`config.mk`:
```
export PLATFORM = sky130hd
export DESIGN_NAME = projectile_sequencer
export DESIGN_NICKNAME = d
export VERILOG_FILES = /design/src/rtl/projectile_sequencer.sv
export SDC_FILE = /design/constraint.sdc
export NUM_CORES = 1
export LEC_CHECK = 0
export CORE_UTILIZATION = 32
export CTS_BUF_LIST = sky130_fd_sc_hd__clkbuf_2
export CTS_CLUSTER_SIZE = 14
export DETAILED_ROUTE_END_ITERATION = 10
export RECOVER_POWER = 50
export SLEW_MARGIN = 20
export SYNTH_ARGS = -nofsm -noshare
export SYNTH_HDL_FRONTEND = slang
export SYNTH_SLANG_ARGS = --single-unit
```
`constraint.sdc`:
```
create_clock -name frame_clk -period 6.1 [get_ports frame_clk]
set_input_delay 0.915 -clock frame_clk [delete_from_list [all_inputs] [get_ports frame_clk]]
set_output_delay 0.915 -clock frame_clk [all_outputs]
set_load 0.05 [all_outputs]
```
`src/rtl/projectile_sequencer.sv`:
```
// projectile_sequencer: per-player fireball launch, flight termination, cooldown and scoring
module projectile_player #(
  parameter int COOLDOWN_FRAMES = 30,
  parameter int X_MIN_LIMIT     = 5,
  parameter int X_MAX_LIMIT     = 630,
  parameter int MAX_FLIGHT      = 160
) (
  input  logic       frame_clk,
  input  logic       Reset_n,
  input  logic       startscreen,
  input  logic       shoot,
  input  logic       flip,
  input  logic       collision,
  input  logic [9:0] ball_x,
  output logic       flying,
  output logic       flip_lat,
  output logic       hit,
  output logic [3:0] score,
  output logic       ready
);
  localparam int FCW = $clog2(MAX_FLIGHT + 1);
  localparam int CDW = $clog2(COOLDOWN_FRAMES + 1);
  localparam logic [FCW-1:0] FC_LAST = FCW'(MAX_FLIGHT - 1);
  localparam logic [CDW-1:0] CD_LOAD = CDW'(COOLDOWN_FRAMES - 1);
  localparam logic [9:0] X_MIN = 10'(X_MIN_LIMIT);
  localparam logic [9:0] X_MAX = 10'(X_MAX_LIMIT);

  typedef enum logic [1:0] {IDLE, FLYING, COOLDOWN} state_t;

  state_t         state, next_state;
  logic           shoot_q;
  logic [FCW-1:0] fc, fc_next;
  logic [CDW-1:0] cd, cd_next;
  logic           hit_next, flip_next;
  logic [3:0]     score_next;
  logic           fire, out_of_bounds;

  // a key held across reset or a flight must be released before it can fire again
  assign fire          = shoot & ~shoot_q;
  // unsigned compare also catches a leftward wrap below zero as a large x
  assign out_of_bounds = (ball_x < X_MIN) | (ball_x > X_MAX);

  // next state plus counter, hit and score updates; startscreen overrides everything
  always_comb begin
    next_state = state;
    fc_next    = fc;
    cd_next    = cd;
    hit_next   = 1'b0;
    flip_next  = flip_lat;
    score_next = score;
    if (startscreen) begin
      next_state = IDLE;
      fc_next    = '0;
      cd_next    = '0;
      score_next = '0;
    end else begin
      case (state)
        IDLE: if (fire) begin
          next_state = FLYING;
          fc_next    = '0;
          flip_next  = flip;
        end
        FLYING: if (collision) begin
          next_state = COOLDOWN;
          cd_next    = CD_LOAD;
          hit_next   = 1'b1;
          score_next = (score == 4'hf) ? score : score + 4'd1;
        end else if (out_of_bounds || fc == FC_LAST) begin
          next_state = COOLDOWN;
          cd_next    = CD_LOAD;
        end else begin
          fc_next = fc + 1'b1;
        end
        COOLDOWN: if (cd == '0) next_state = IDLE;
                  else cd_next = cd - 1'b1;
        default: next_state = IDLE;
      endcase
    end
  end

  // state and registered outputs; async reset drops a flight without a hit pulse
  always_ff @(posedge frame_clk or negedge Reset_n) begin
    if (!Reset_n) begin
      state    <= IDLE;
      shoot_q  <= 1'b1;
      fc       <= '0;
      cd       <= '0;
      flying   <= 1'b0;
      flip_lat <= 1'b0;
      hit      <= 1'b0;
      score    <= '0;
      ready    <= 1'b0;
    end else begin
      state    <= next_state;
      shoot_q  <= shoot;
      fc       <= fc_next;
      cd       <= cd_next;
      flying   <= next_state == FLYING;
      flip_lat <= flip_next;
      hit      <= hit_next;
      score    <= score_next;
      ready    <= (next_state == IDLE) & ~startscreen;
    end
  end
endmodule

module projectile_sequencer #(
  parameter int COOLDOWN_FRAMES = 30,
  parameter int X_MIN_LIMIT     = 5,
  parameter int X_MAX_LIMIT     = 630,
  parameter int MAX_FLIGHT      = 160
) (
  input  logic       frame_clk,
  input  logic       Reset_n,
  input  logic       startscreen,
  input  logic       shoot,
  input  logic       shoot2,
  input  logic       flip,
  input  logic       ballcollision,
  input  logic       ballcollision2,
  input  logic [9:0] BallX,
  input  logic [9:0] BallX2,
  output logic       flying,
  output logic       flying2,
  output logic [1:0] flip_lat,
  output logic       hit1,
  output logic       hit2,
  output logic [3:0] score1,
  output logic [3:0] score2,
  output logic       ready1,
  output logic       ready2
);
  projectile_player #(
    .COOLDOWN_FRAMES(COOLDOWN_FRAMES), .X_MIN_LIMIT(X_MIN_LIMIT),
    .X_MAX_LIMIT(X_MAX_LIMIT), .MAX_FLIGHT(MAX_FLIGHT)
  ) p1 (
    .frame_clk(frame_clk), .Reset_n(Reset_n), .startscreen(startscreen),
    .shoot(shoot), .flip(flip), .collision(ballcollision), .ball_x(BallX),
    .flying(flying), .flip_lat(flip_lat[0]), .hit(hit1), .score(score1), .ready(ready1)
  );

  projectile_player #(
    .COOLDOWN_FRAMES(COOLDOWN_FRAMES), .X_MIN_LIMIT(X_MIN_LIMIT),
    .X_MAX_LIMIT(X_MAX_LIMIT), .MAX_FLIGHT(MAX_FLIGHT)
  ) p2 (
    .frame_clk(frame_clk), .Reset_n(Reset_n), .startscreen(startscreen),
    .shoot(shoot2), .flip(flip), .collision(ballcollision2), .ball_x(BallX2),
    .flying(flying2), .flip_lat(flip_lat[1]), .hit(hit2), .score(score2), .ready(ready2)
  );
endmodule

```
### Word-level counts from Yosys, hierarchy flattened

Index checks and enable logic that the tools add are counted.

| storage, ports and cells | value |
|---|---|
| flip-flop bits (word level) | 48 |
| input port bits | 28 |
| output and inout bits | 16 |
| logic and storage cells | 129 |

| cells by class | value |
|---|---|
| add/sub/neg operators | 6 |
| $lt $le $gt $ge | 4 |
| eq/ne operators | 22 |
| multiplexer cells | 46 |
| bitwise operators | 9 |
| reduce and logical (&&, ||, !) cells | 24 |

Operators by type and width:

| cell | count |
|---|---|
| two-way mux 8 bit | 8 |
| two-way mux 5 bit | 8 |
| two-way mux 4 bit | 8 |
| one-hot mux 8 bit (2 select lines) | 2 |
| greater-than comparator 10 bit (second input constant) | 2 |
| < comparator 10 x 3 -> 1 bit (second input constant) | 2 |
| two-way mux 2 bit | 10 |
| one-hot mux 5 bit (2 select lines) | 2 |
| inequality test 3 bit (second input constant) | 6 |
| AND reduction 3 bit | 6 |
| adder 8 x 1 -> 8 bit (second input constant) | 2 |
| == test 8 bit (second input constant) | 2 |
| one-hot mux 2 bit (3 select lines) | 2 |
| nonzero test 3 bit | 4 |
| zero test 5 bit | 2 |
| subtractor 5 x 1 -> 5 bit (second input constant) | 2 |
| adder 4 x 1 -> 4 bit (second input constant) | 2 |
| == test 2 x 1 -> 1 bit (second input constant) | 4 |
| == test 4 bit (second input constant) | 2 |
| zero test 2 bit | 4 |
| inequality test 4 x 3 -> 1 bit (second input constant) | 2 |
| AND reduction 4 bit | 2 |
| nonzero test 2 bit | 4 |
| two-way mux 1 bit | 6 |
| 7 further kinds | 17 |

### Longest topological paths before layout

Gate-level depths: netlist of the first run.

| logic depth | value |
|---|---|
| depth after elaboration | 9 |
| gate-level depth with buffers | 8 |
| gate-level depth less buffers | 7 |

### By module

Synthesis of the first run repeated with hierarchy kept, for this count alone.

| unflattened totals | value |
|---|---|
| cell total of the unflattened synthesis | 261 |
| area, all modules | 2553.7 um^2 |

Modules (own cells, without submodules):

| module | instances | cells an instance | area an instance (um^2) | sequential area each (um^2) |
|---|---|---|---|---|
| projectile_player (p1) | 1 | 133 | 1333.8 | 601.8 |
| projectile_player (p2) | 1 | 128 | 1219.9 | 601.8 |

### Worst setup path before layout of the first run

Ideal clock, no wire load.

| path | value |
|---|---|
| path type | input-to-reg |
| start point | in BallX[8] |
| end point | reg p1.fc[4] |
| setup time | 78 ps |
| data arrival time | 2388 ps |
| data required time | 6022 ps |
| slack | 3634 ps |
| stages on the path | 7 |
| path buffers | 1 |
| cell sequence | o21ai_0 o21ai_0 a211o_4 or3_1 buf_2 or3_1 a21oi_1 |

| between the ends | value |
|---|---|
| cells in the longest elaborated chain, start to end | 5 |
| elaborated cells on any way between the ends | 6 |

Ends and longest elaborated chain:

| element | line | text |
|---|---|---|
| from (decl) | 121 | `input logic [9:0] BallX,` |
| < comparator 10 x 3 -> 1 bit or greater-than comparator 10 bit (tied branches) | 41 | `assign out_of_bounds = (ball_x < X_MIN) \| (ball_x > X_MAX);` |
| bitwise OR 1 bit * | 41 |  |
| logical OR 1 bit * | 68 | `end else if (out_of_bounds \|\| fc == FC_LAST) begin` |
| inequality test 3 bit (no source line) * | n/a |  |
| AND reduction 4 bit (no source line) * | n/a |  |
| to (signal assigned) | 96 | `fc <= fc_next;` |
| to (decl) | 32 | `logic [FCW-1:0] fc, fc_next;` |

Every way passes the cells marked *; elsewhere a longest branch is shown, timed or not.
A chain may end at the register's enable or synchronous reset.

### Worst setup path in the final report of the first run

| path | value |
|---|---|
| start point | in startscreen |
| end point | reg p2.cd[0] |

| between the ends | value |
|---|---|
| cells in the longest elaborated chain, start to end | 2 |
| elaborated cells on any way between the ends | 5 |

Ends and longest elaborated chain:

| element | line | text |
|---|---|---|
| from (decl) | 115 | `input logic startscreen,` |
| inequality test 4 x 3 -> 1 bit (no source line) (tied with other cells) | n/a |  |
| AND reduction 3 bit (no source line) | n/a |  |
| to (signal assigned) | 97 | `cd <= cd_next;` |
| to (decl) | 33 | `logic [CDW-1:0] cd, cd_next;` |

Several ways; a longest one is shown, not always the timed one.

==> results of run 1 <==
==> registers in the layout, indices dropped and copies added, names as in the netlist <==
register and count:
p1.cd 5, p1.fc 8, p1.flip_lat 1, p1.flying 1, p1.hit 1, p1.ready 1
p1.score 4, p1.shoot_q 1, p1.state 2, p2.cd 5, p2.fc 8, p2.flip_lat 1
p2.flying 1, p2.hit 1, p2.ready 1, p2.score 4, p2.shoot_q 1, p2.state 2
==> worst paths after layout <==
kind,from,endpoint,slack [ns],depth (start not counted)
setup / recovery,startscreen,p2.cd[0]$_DFFE_PN0P_,2.70,6
hold / removal,p2.flip_lat$_DFFE_PN0P_,p2.flip_lat$_DFFE_PN0P_,0.55,1
setup reg to reg,p1.fc[0]$_DFFE_PN0P_,p1.fc[4]$_DFFE_PN0P_,3.73,7
hold reg to reg,p2.flip_lat$_DFFE_PN0P_,p2.flip_lat$_DFFE_PN0P_,0.55,1
max in group asynchronous,Reset_n,p2.fc[5]$_DFFE_PN0P_,3.47,1
min in group asynchronous,Reset_n,p2.score[1]$_DFFE_PN0P_,1.24,1
==> worst max-delay path, delay by kind of cell <==
kind,cells,cell delay [ns]
and+or+nand+nor,2,0.64
AOI/OAI and AO/OA,2,0.52
buffers and inverters,2,1.64
==> per-layer routing <==
layer / vias to the layer above / track usage (%) / part of all wire [%]
li1: 1033 / - / -
met1: 1016 / 16.7 / 48
met2: 42 / 23.9 / 47
met3: 5 / 3.03 / 4.5
met4: 0 / 4.03 / 1.0
met5: - / 0 / 0
==> cell usage in the layout, fill, tap and decap left out, drive strengths merged, types with 3 or more instances in the layout <==
cell type      netlist  layout
or2                  3       3
a21oi               15      15
or3                  5       5
nand2b               6       6
inv                 11      11
xor2                 4       4
nor3                10      10
xnor2               11      11
o21a                 4       4
nand4                9       9
ha                   6       6
nor2                32      32
nor4                 7       7
a221oi               3       3
nor2b                6       6
a31oi                4       4
dlygate4sd3          0       3
dfrtp               46      46
nand3               10      10
nand2               14      14
clkbuf               7       8
clkdlybuf4s50        0      39
o21ai               12      12
==> cell type report <==
cell class | instances | area (um2)
multi-input combinational | 194 | 1210
clock inverter | 1 | 5.00
tap | 99 | 124
inverter | 11 | 41.3
clock buffer | 6 | 30.0
sequential | 48 | 1200
timing repair buffer | 45 | 435
fill | 751 | 4350
==> report_power, final <==
group	leakage, nW	total, mW	internal [mW]	switching [mW]
Clock	0.0288	0.125	0.0274	0.0978
Sequential	0.650	0.340	0.331	0.00932
Combinational	0.599	0.110	0.0466	0.0631
==> cell families after synthesis <==
logic type,count (synthesis),synth area share (%)
flip-flops,48,48.0
XOR/XNOR,15,5.23
adder cells (fa/ha/maj),6,2.99
AO/OA/AOI/OAI,55,15.0
buffers and inverters,22,3.64
AND/OR/NAND/NOR,115,23.9
multiplexers,3,1.30
==> run_results.csv, run 1 <==
group,metric,value,unit
final_layout,drive_gt1_share,6.89,%
placement,dp_cells,397,
yosys,avgSynthCellArea,9.51,um2
sta,fin_crit_sh,55.7,%
yosys,synth_flop_cell,"dfrtp_1",
critical_path,worstPathArrival,3.73,ns
flow_run,drv_cap,2,
critical_path,slowest_delay,1.12,ns
final_layout,area_growth,21.7,%
sta,worst_slew_pin_slew,2.49,ns
drt,route.vias.total,2096,
drt,drt_first_iter_violations,68,
drt,wl_per_cell,13.1,um
yosys,yosys_warnings,0,
power_and_ir_drop,power_density,188,mW/mm2
die,die_height,90.6,um
global_routing,grt_first_pass_wirelength,9.25,mm
yosys,yosys.area.top_type,"dfrtp_1",
clock_network,htreeDepth,2,
clock_network,numCtsBuffers,5,
global_routing,grt_pass1_vias,2059,
drt,postRouteAntennaNets,0,
sta,slew_headroom,-66.3,%
critical_path,path_class,"primary input to register",
sta,hold_slack,0.554,ns
min_path,min_path_type,"register to register",
drt,drt_first_pass_iters,4,
clock_network,holdBufCountCts,0,
global_routing,grt_use_total,13.7,%
critical_path,cp_cell_sequence,"dlygate4sd3_1, clkbuf_1, nor2b_1, o31ai_1, nand2_1, o21a_1",
sta,finalSetupViolCount,0,
final_layout,n_antenna_cell,0,
yosys,async_flop_share,100,%
yosys,synth_area,0.00251,mm2
placement,place_area,0.00302,mm2
drt,post_drt_via_cell_ratio,5.19,
clock_network,clk_pin_slew,0.22,ns
die,io_pins,44,
yosys,ys_top_cells_by_area,"dfrtp_1 46%, nor2_1 4.8%, xnor2_1 3.8%",
sta,clock_skew,0.00334,ns
critical_path,startpoint_type,"primary input",
die,start_util,33.9,%
power_and_ir_drop,p_leak,1.28,nW
placement,port_buffers,43,
sta,fmax,294,MHz
die,num_rows,31,
yosys,synth_edf_count,0,
clock_network,post_cts_buffers,0,
placement,dp_slack,3.07,ns
power_and_ir_drop,ir_drop,72.5,uV
yosys,synthesis.nets,298,
clock_network,numClockSinks,48,
drt,wl,5.28,mm
die,fp.coreArea,0.00741,mm2
yosys,synthCells,264,
global_routing,overflow,0,
power_and_ir_drop,finalPower,575,uW
final_layout,final_util,41.2,%
critical_path,slowest_stage,"clkbuf_1",
sta,finalMaxSlewViolations,87,
critical_path,cp_max_fo,37,
critical_path,worst-endpoint-required,6.43,ns
sta,hold_viol,0,
sta,fin_ws,2.70,ns
yosys,synth-seq-cells,48,
die,die_area,0.00820,mm2
status,status,"complete, but fails checks",
global_routing,grt_max_degree,49,
status,violations,"capacitance limit, slew limit",
die,die_w,90.6,um
yosys,synth_most_common_cell,"dfrtp_1",
yosys,synth_top_area_share,45.9,%
yosys,ys_types,51,
placement,place.gp.congestion,0.782,
placement,place_hpwl,3.78,mm
sta,rsz0062_at_grt,"no",
final_layout,num-nets-final,339,
final_layout,final_cell_count_no_fill,404,
critical_path,end_kind,"register",
sta,period_needed,3.40,ns
clock_network,cts_tree,"done",
clock_network,cts_root_buffer,"clkbuf_2",
global_routing,antenna_found_initial,0,
final_layout,fin_area,0.00305,mm2
yosys,synthTopCellsByCount,"46 x dfrtp_1, 32 x nor2_1, 15 x a21oi_1, 14 x nand2_1, 12 x o21ai_0",
sta,tns,0,ns
drt,drc,0,
yosys,seq_area_frac_synth,48.0,%
clock_network,cts_buffer_depth,2,
clock_network,worstSkewPairLatency,0.40,ns
clock_network,post_cts_resized,0,
Note: power is estimated with default switching activity, not from simulation.
==> run 2: changes to the inputs <==
==> constraint.sdc (replaced) <==
create_clock -name frame_clk -period 3.17 [get_ports frame_clk]
set_input_delay 0.4755 -clock frame_clk [delete_from_list [all_inputs] [get_ports frame_clk]]
set_output_delay 0.4755 -clock frame_clk [all_outputs]
set_load 0.05 [all_outputs]
==> run_results.csv, run 2 (same netlist as run 1, synthesis figures left out) <==
group,metric,value,unit
status,status,"complete, but fails checks",
status,violations,"capacitance limit, slew limit",
die,die_area,0.00820,mm2
final_layout,layout_commonest_cell,"dfrtp_1",
final_layout,fin_area,0.00310,mm2
drt,wl,5.28,mm
sta,fmax,429,MHz
sta,finalMaxSlewViolations,33,
power_and_ir_drop,p_leak,1.30,nW
placement,port_buffers,43,
critical_path,slowest_delay,0.46,ns
flow_run,drv_cap,1,
placement,place.gp.congestion,0.768,
die,fp.coreArea,0.00741,mm2
sta,clock_skew,0.0231,ns
final_layout,drive_gt1_share,8.36,%
die,start_util,33.9,%
final_layout,n_antenna_cell,0,
final_layout,num-nets-final,344,
sta,fin_ws,0.837,ns
critical_path,worst-endpoint-required,3.54,ns
clock_network,cts_buffer_depth,2,
critical_path,startpoint_type,"register",
final_layout,area_growth,23.4,%
die,num_rows,31,
placement,dp_slack,0.613,ns
min_path,min_path_type,"primary input to async pin",
global_routing,grt_pass1_vias,2036,
clock_network,worstSkewPairLatency,0.43,ns
clock_network,clk_pin_slew,0.25,ns
global_routing,grt_use_total,13.7,%
clock_network,cts_root_buffer,"clkbuf_2",
die,die_w,90.6,um
sta,tns,0,ns
global_routing,overflow,0,
power_and_ir_drop,clockPowerShare,22.5,%
critical_path,slowest_stage,"dfrtp_1",
die,die_height,90.6,um
final_layout,largestRegisters,"p1.fc x8, p2.fc x8",
sta,hold_viol,0,
sta,fin_crit_sh,73.6,%
critical_path,end_kind,"register",
sta,worst_slew_pin_slew,1.74,ns
drt,post_drt_via_cell_ratio,5.05,
power_and_ir_drop,ir_drop,118,uV
power_and_ir_drop,p_int,785,uW
clock_network,cts_tree,"done",
power_and_ir_drop,power_frac_comb,19.2,%
critical_path,cp_max_fo,9,
critical_path,cpLargestDelayFamily,"simple AND/OR/NAND/NOR gates",
final_layout,layout_common_cells,"46 x dfrtp_1, 39 x clkdlybuf4s50_1, 32 x nor2_1",
clock_network,post_cts_resized,0,
critical_path,path_class,"register to register",
placement,place_area,0.00306,mm2
global_routing,antenna_found_initial,0,
clock_network,holdBufCountCts,0,
sta,finalSetupViolCount,0,
clock_network,numCtsBuffers,5,
drt,drc,0,
critical_path,critPathBufInv,0,
critical_path,cp_cell_sequence,"ha_1, and4_1, and3_1, a211o_4, or3_1, or3_1, a21oi_1",
global_routing,grt_max_degree,33,
clock_network,post_cts_buffers,0,
final_layout,final_util,41.8,%
drt,wl_per_cell,12.9,um
critical_path,critPathMostFrequentCell,"or3_1",
drt,drt_first_pass_iters,4,
drt,postRouteAntennaNets,0,
sta,slew_headroom,-16.3,%
placement,place_hpwl,3.80,mm
clock_network,htreeDepth,2,
sta,rsz0062_at_grt,"no",
die,io_pins,44,
critical_path,worstPathArrival,2.70,ns
drt,drt_first_iter_violations,51,
power_and_ir_drop,power_density,362,mW/mm2
drt,route.vias.total,2070,
power_and_ir_drop,p_switching,336,uW
sta,period_needed,2.33,ns
clock_network,numClockSinks,48,
global_routing,grt_first_pass_wirelength,9.15,mm
power_and_ir_drop,switching_share,30.0,%
power_and_ir_drop,seqPwrFrac,58.3,%
## run 2: layout make-up
type / instances / area, um2
fill: 742 / 4310
multi-input combinational: 194 / 1210
sequential: 48 / 1200
timing repair buffer: 50 / 473
tap: 99 / 124
inverter: 11 / 41.3
clock buffer: 6 / 30.0
clock inverter: 2 / 11.3
## run 2: final timing paths
check / end / slack [ns] / start / cells past startpoint
max reg2reg: p1.fc[6]$_DFFE_PN0P_ / 0.84 / p1.fc[0]$_DFFE_PN0P_ / 7
min: p2.score[0]$_DFFE_PN0P_ / 0.45 / Reset_n / 1
max: p1.fc[6]$_DFFE_PN0P_ / 0.84 / p1.fc[0]$_DFFE_PN0P_ / 7
max in group asynchronous: p1.fc[6]$_DFFE_PN0P_ / 1.19 / Reset_n / 2
min in group frame_clk: p2.flip_lat$_DFFE_PN0P_ / 0.54 / p2.flip_lat$_DFFE_PN0P_ / 1
min reg2reg: p2.flip_lat$_DFFE_PN0P_ / 0.54 / p2.flip_lat$_DFFE_PN0P_ / 1
## run 2: power by group through the flow
| stage | Clock [mW] | Combinational [mW] | Sequential, mW |
|---|---|---|---|
| floorplan | 0 | 0.114 | 0.680 |
| global placement | 0 | 0.217 | 0.665 |
| detailed placement | 0 | 0.218 | 0.665 |
| CTS | 0.266 | 0.219 | 0.654 |
| global route | 0.294 | 0.234 | 0.658 |
| finish | 0.252 | 0.215 | 0.654 |
## run 2: per-stage QoR
stage | instances | power (mW) | hold WS, ns
3_5_place_dp | 402 | 0.883 | 0.498
3_3_place_gp | 402 | 0.881 | 0.498
4_1_cts | 410 | 1.14 | 0.0552
5_1_grt | 410 | 1.19 | 0.557
6_report | 410 | 1.12 | 0.452
2_1_floorplan | 264 | 0.795 | 0.180
## run 2: routing by layer
| layer | GRT usage [%] | part of all wire [%] |
|---|---|---|
| met3 | 2.78 | 3.6 |
| met1 | 17.2 | 48 |
| met4 | 5.38 | 1.6 |
| met5 | 0 | 0 |
| met2 | 23.0 | 47 |
==> run 3: changes to the inputs <==
==> constraint.sdc (replaced) <==
create_clock -name frame_clk -period 1.99 [get_ports frame_clk]
set_input_delay 0.2985 -clock frame_clk [delete_from_list [all_inputs] [get_ports frame_clk]]
set_output_delay 0.2985 -clock frame_clk [all_outputs]
set_load 0.05 [all_outputs]
==> run_results.csv, run 3 (same netlist as run 1, synthesis figures left out) <==
group,metric,value,unit
drt,postRouteAntennaNets,0,
critical_path,cp_max_fo,5,
die,io_pins,44,
final_layout,area_growth,36.5,%
flow_run,drv_cap,0,
drt,wl_per_cell,13.1,um
critical_path,startpoint,"p1.fc[0]$_DFFE_PN0P_",
final_layout,fin_area,0.00343,mm2
die,num_rows,31,
sta,hold_viol,0,
drt,route.vias.total,2261,
clock_network,htreeDepth,2,
final_layout,drive_gt1_share,21.7,%
clock_network,worstSkewPairLatency,0.42,ns
drt,drt_first_pass_iters,4,
power_and_ir_drop,ir_drop,235,uV
sta,finalMaxSlewViolations,0,
die,start_util,33.9,%
sta,slew_headroom,26.7,%
drt,drt_first_iter_violations,117,
final_layout,final_cell_count_no_fill,440,
sta,fmax,477,MHz
drt,wl,5.78,mm
critical_path,startpoint_type,"register",
placement,place_area,0.00329,mm2
critical_path,rr_startpoint,"p1.fc[0]$_DFFE_PN0P_",
clock_network,numClockSinks,48,
final_layout,fill_cells,718,
clock_network,cts_root_buffer,"clkbuf_2",
status,violations,"setup timing",
final_layout,num-nets-final,374,
critical_path,path_class,"register to register",
status,status,"complete, but fails checks",
die,die_area,0.00820,mm2
placement,port_buffers,43,
drt,post_drt_via_cell_ratio,5.14,
critical_path,end_kind,"register",
global_routing,grt_max_degree,31,
sta,fin_ws,-0.108,ns
final_layout,n_antenna_cell,0,
clock_network,cts_tree,"done",
global_routing,grt_first_pass_wirelength,10.1,mm
drt,wl_met3,227,um
placement,dp_slack,-0.251,ns
placement,place.gp.congestion,0.798,
critical_path,worstPathArrival,2.46,ns
final_layout,largestRegisters,"p1.fc x8, p2.fc x8",
critical_path,worst-endpoint-required,2.35,ns
global_routing,grt_use_total,15.0,%
clock_network,cts_buffer_depth,2,
global_routing,grt_pass1_vias,2196,
sta,worst_slew_pin_slew,1.10,ns
clock_network,clk_pin_slew,0.24,ns
global_routing,overflow,0,
die,fp.coreArea,0.00741,mm2
placement,dp_cells,430,
final_layout,layout_commonest_cell,"dfrtp_1",
critical_path,rr_worst_depth,7,
min_path,min_path_type,"primary input to register",
sta,clock_skew,0.0311,ns
drt,drc,0,
die,die_w,90.6,um
sta,period_needed,2.10,ns
die,die_height,90.6,um
sta,finalSetupViolCount,3,
sta,fin_crit_sh,105,%
power_and_ir_drop,power_density,541,mW/mm2
clock_network,numCtsBuffers,5,
critical_path,rrSetupSlack,-0.11,ns
drt,met2WireLength,2.76,mm
sta,rsz0062_at_grt,"yes",
drt,wl_met1,2.75,mm
power_and_ir_drop,p_leak,1.56,nW
placement,place_hpwl,4.21,mm
final_layout,layout_common_cells,"45 x dfrtp_1, 35 x buf_4, 31 x nor2_1",
drt,top_layer_used,"met4",
global_routing,antenna_found_initial,0,
critical_path,reg2reg_to,"p1.fc[6]$_DFFE_PN0P_",
critical_path,crit_path_end,"p1.fc[6]$_DFFE_PN0P_",
[run 3: cell count changes in the layout (fill, tap and decap cells not counted), sizes merged]
cell	before	now
dlygate4sd2	0	7
dlymetal6s2s	0	5
clkdlybuf4s50	39	28
clkbuf	8	7
buf	6	36
[run 3: worst min path at each step]
stage               startpoint  cells after the start  slack (ns)                 endpoint
floorplan              Reset_n                      0       0.003     p1.cd[0]$_DFFE_PN0P_
global placement       Reset_n                      1        0.29     p2.fc[4]$_DFFE_PN0P_
detailed placement     Reset_n                      1        0.29     p2.fc[4]$_DFFE_PN0P_
CTS                    Reset_n                      2        0.30  p1.score[1]$_DFFE_PN0P_
global route            shoot2                      1        0.41     p2.shoot_q$_DFF_PN1_
finish                  shoot2                      1        0.46     p2.shoot_q$_DFF_PN1_
[run 3: routing by layer]
layer / up-vias / track usage (%)
met5: - / 0
met4: 0 / 3.76
met3: 4 / 3.20
met2: 57 / 24.6
li1: 1100 / -
met1: 1100 / 20.2
[run 3: final cells by class]
cell class,instances,area [um2],area share (%)
clock inverter,2,12.5,0.365
timing repair buffer,80,706,20.6
sequential,48,1200,35.2
clock buffer,6,30.0,0.877
multi-input combinational,194,1310,38.2
tap,99,124,3.62
inverter,11,41.3,1.21
[run 3: worst max-delay path, cell delays in order, from the launching register on]
cell     delay, ns
dfrtp_1       0.44
ha_2          0.20
and4_4        0.15
and3_4        0.14
a211o_4       0.31
or3_4         0.35
or3_1         0.34
a21oi_2       0.12
[run 3: timing repair]
item	in CTS	in global routing
gates resized for setup	14	18
endpoints found under the setup margin	17	23
hold buffers	1	0
endpoints found under the hold margin	18	0
buffers inserted	1	0
cloned	0	0
pin swaps	3	4
[run 3: where the power goes]
group	switching (mW)	total, mW	leakage, nW	internal (mW)
Combinational	0.216	0.401	0.884	0.185
Sequential	0.0267	1.04	0.648	1.02
Clock	0.319	0.409	0.0290	0.0896
[run 3: stage by stage]
step                hold WS (ns)  util, %  total power [mW]  setup TNS (ns)
finish                     0.459     46.2              1.85          -0.267
global route               0.409     46.2              1.96           -2.45
floorplan                0.00291        -              1.27          -0.315
global placement           0.286     44.4              1.45           -3.03
detailed placement         0.288     44.4              1.45           -3.54
CTS                        0.304     45.5              1.87          -0.381
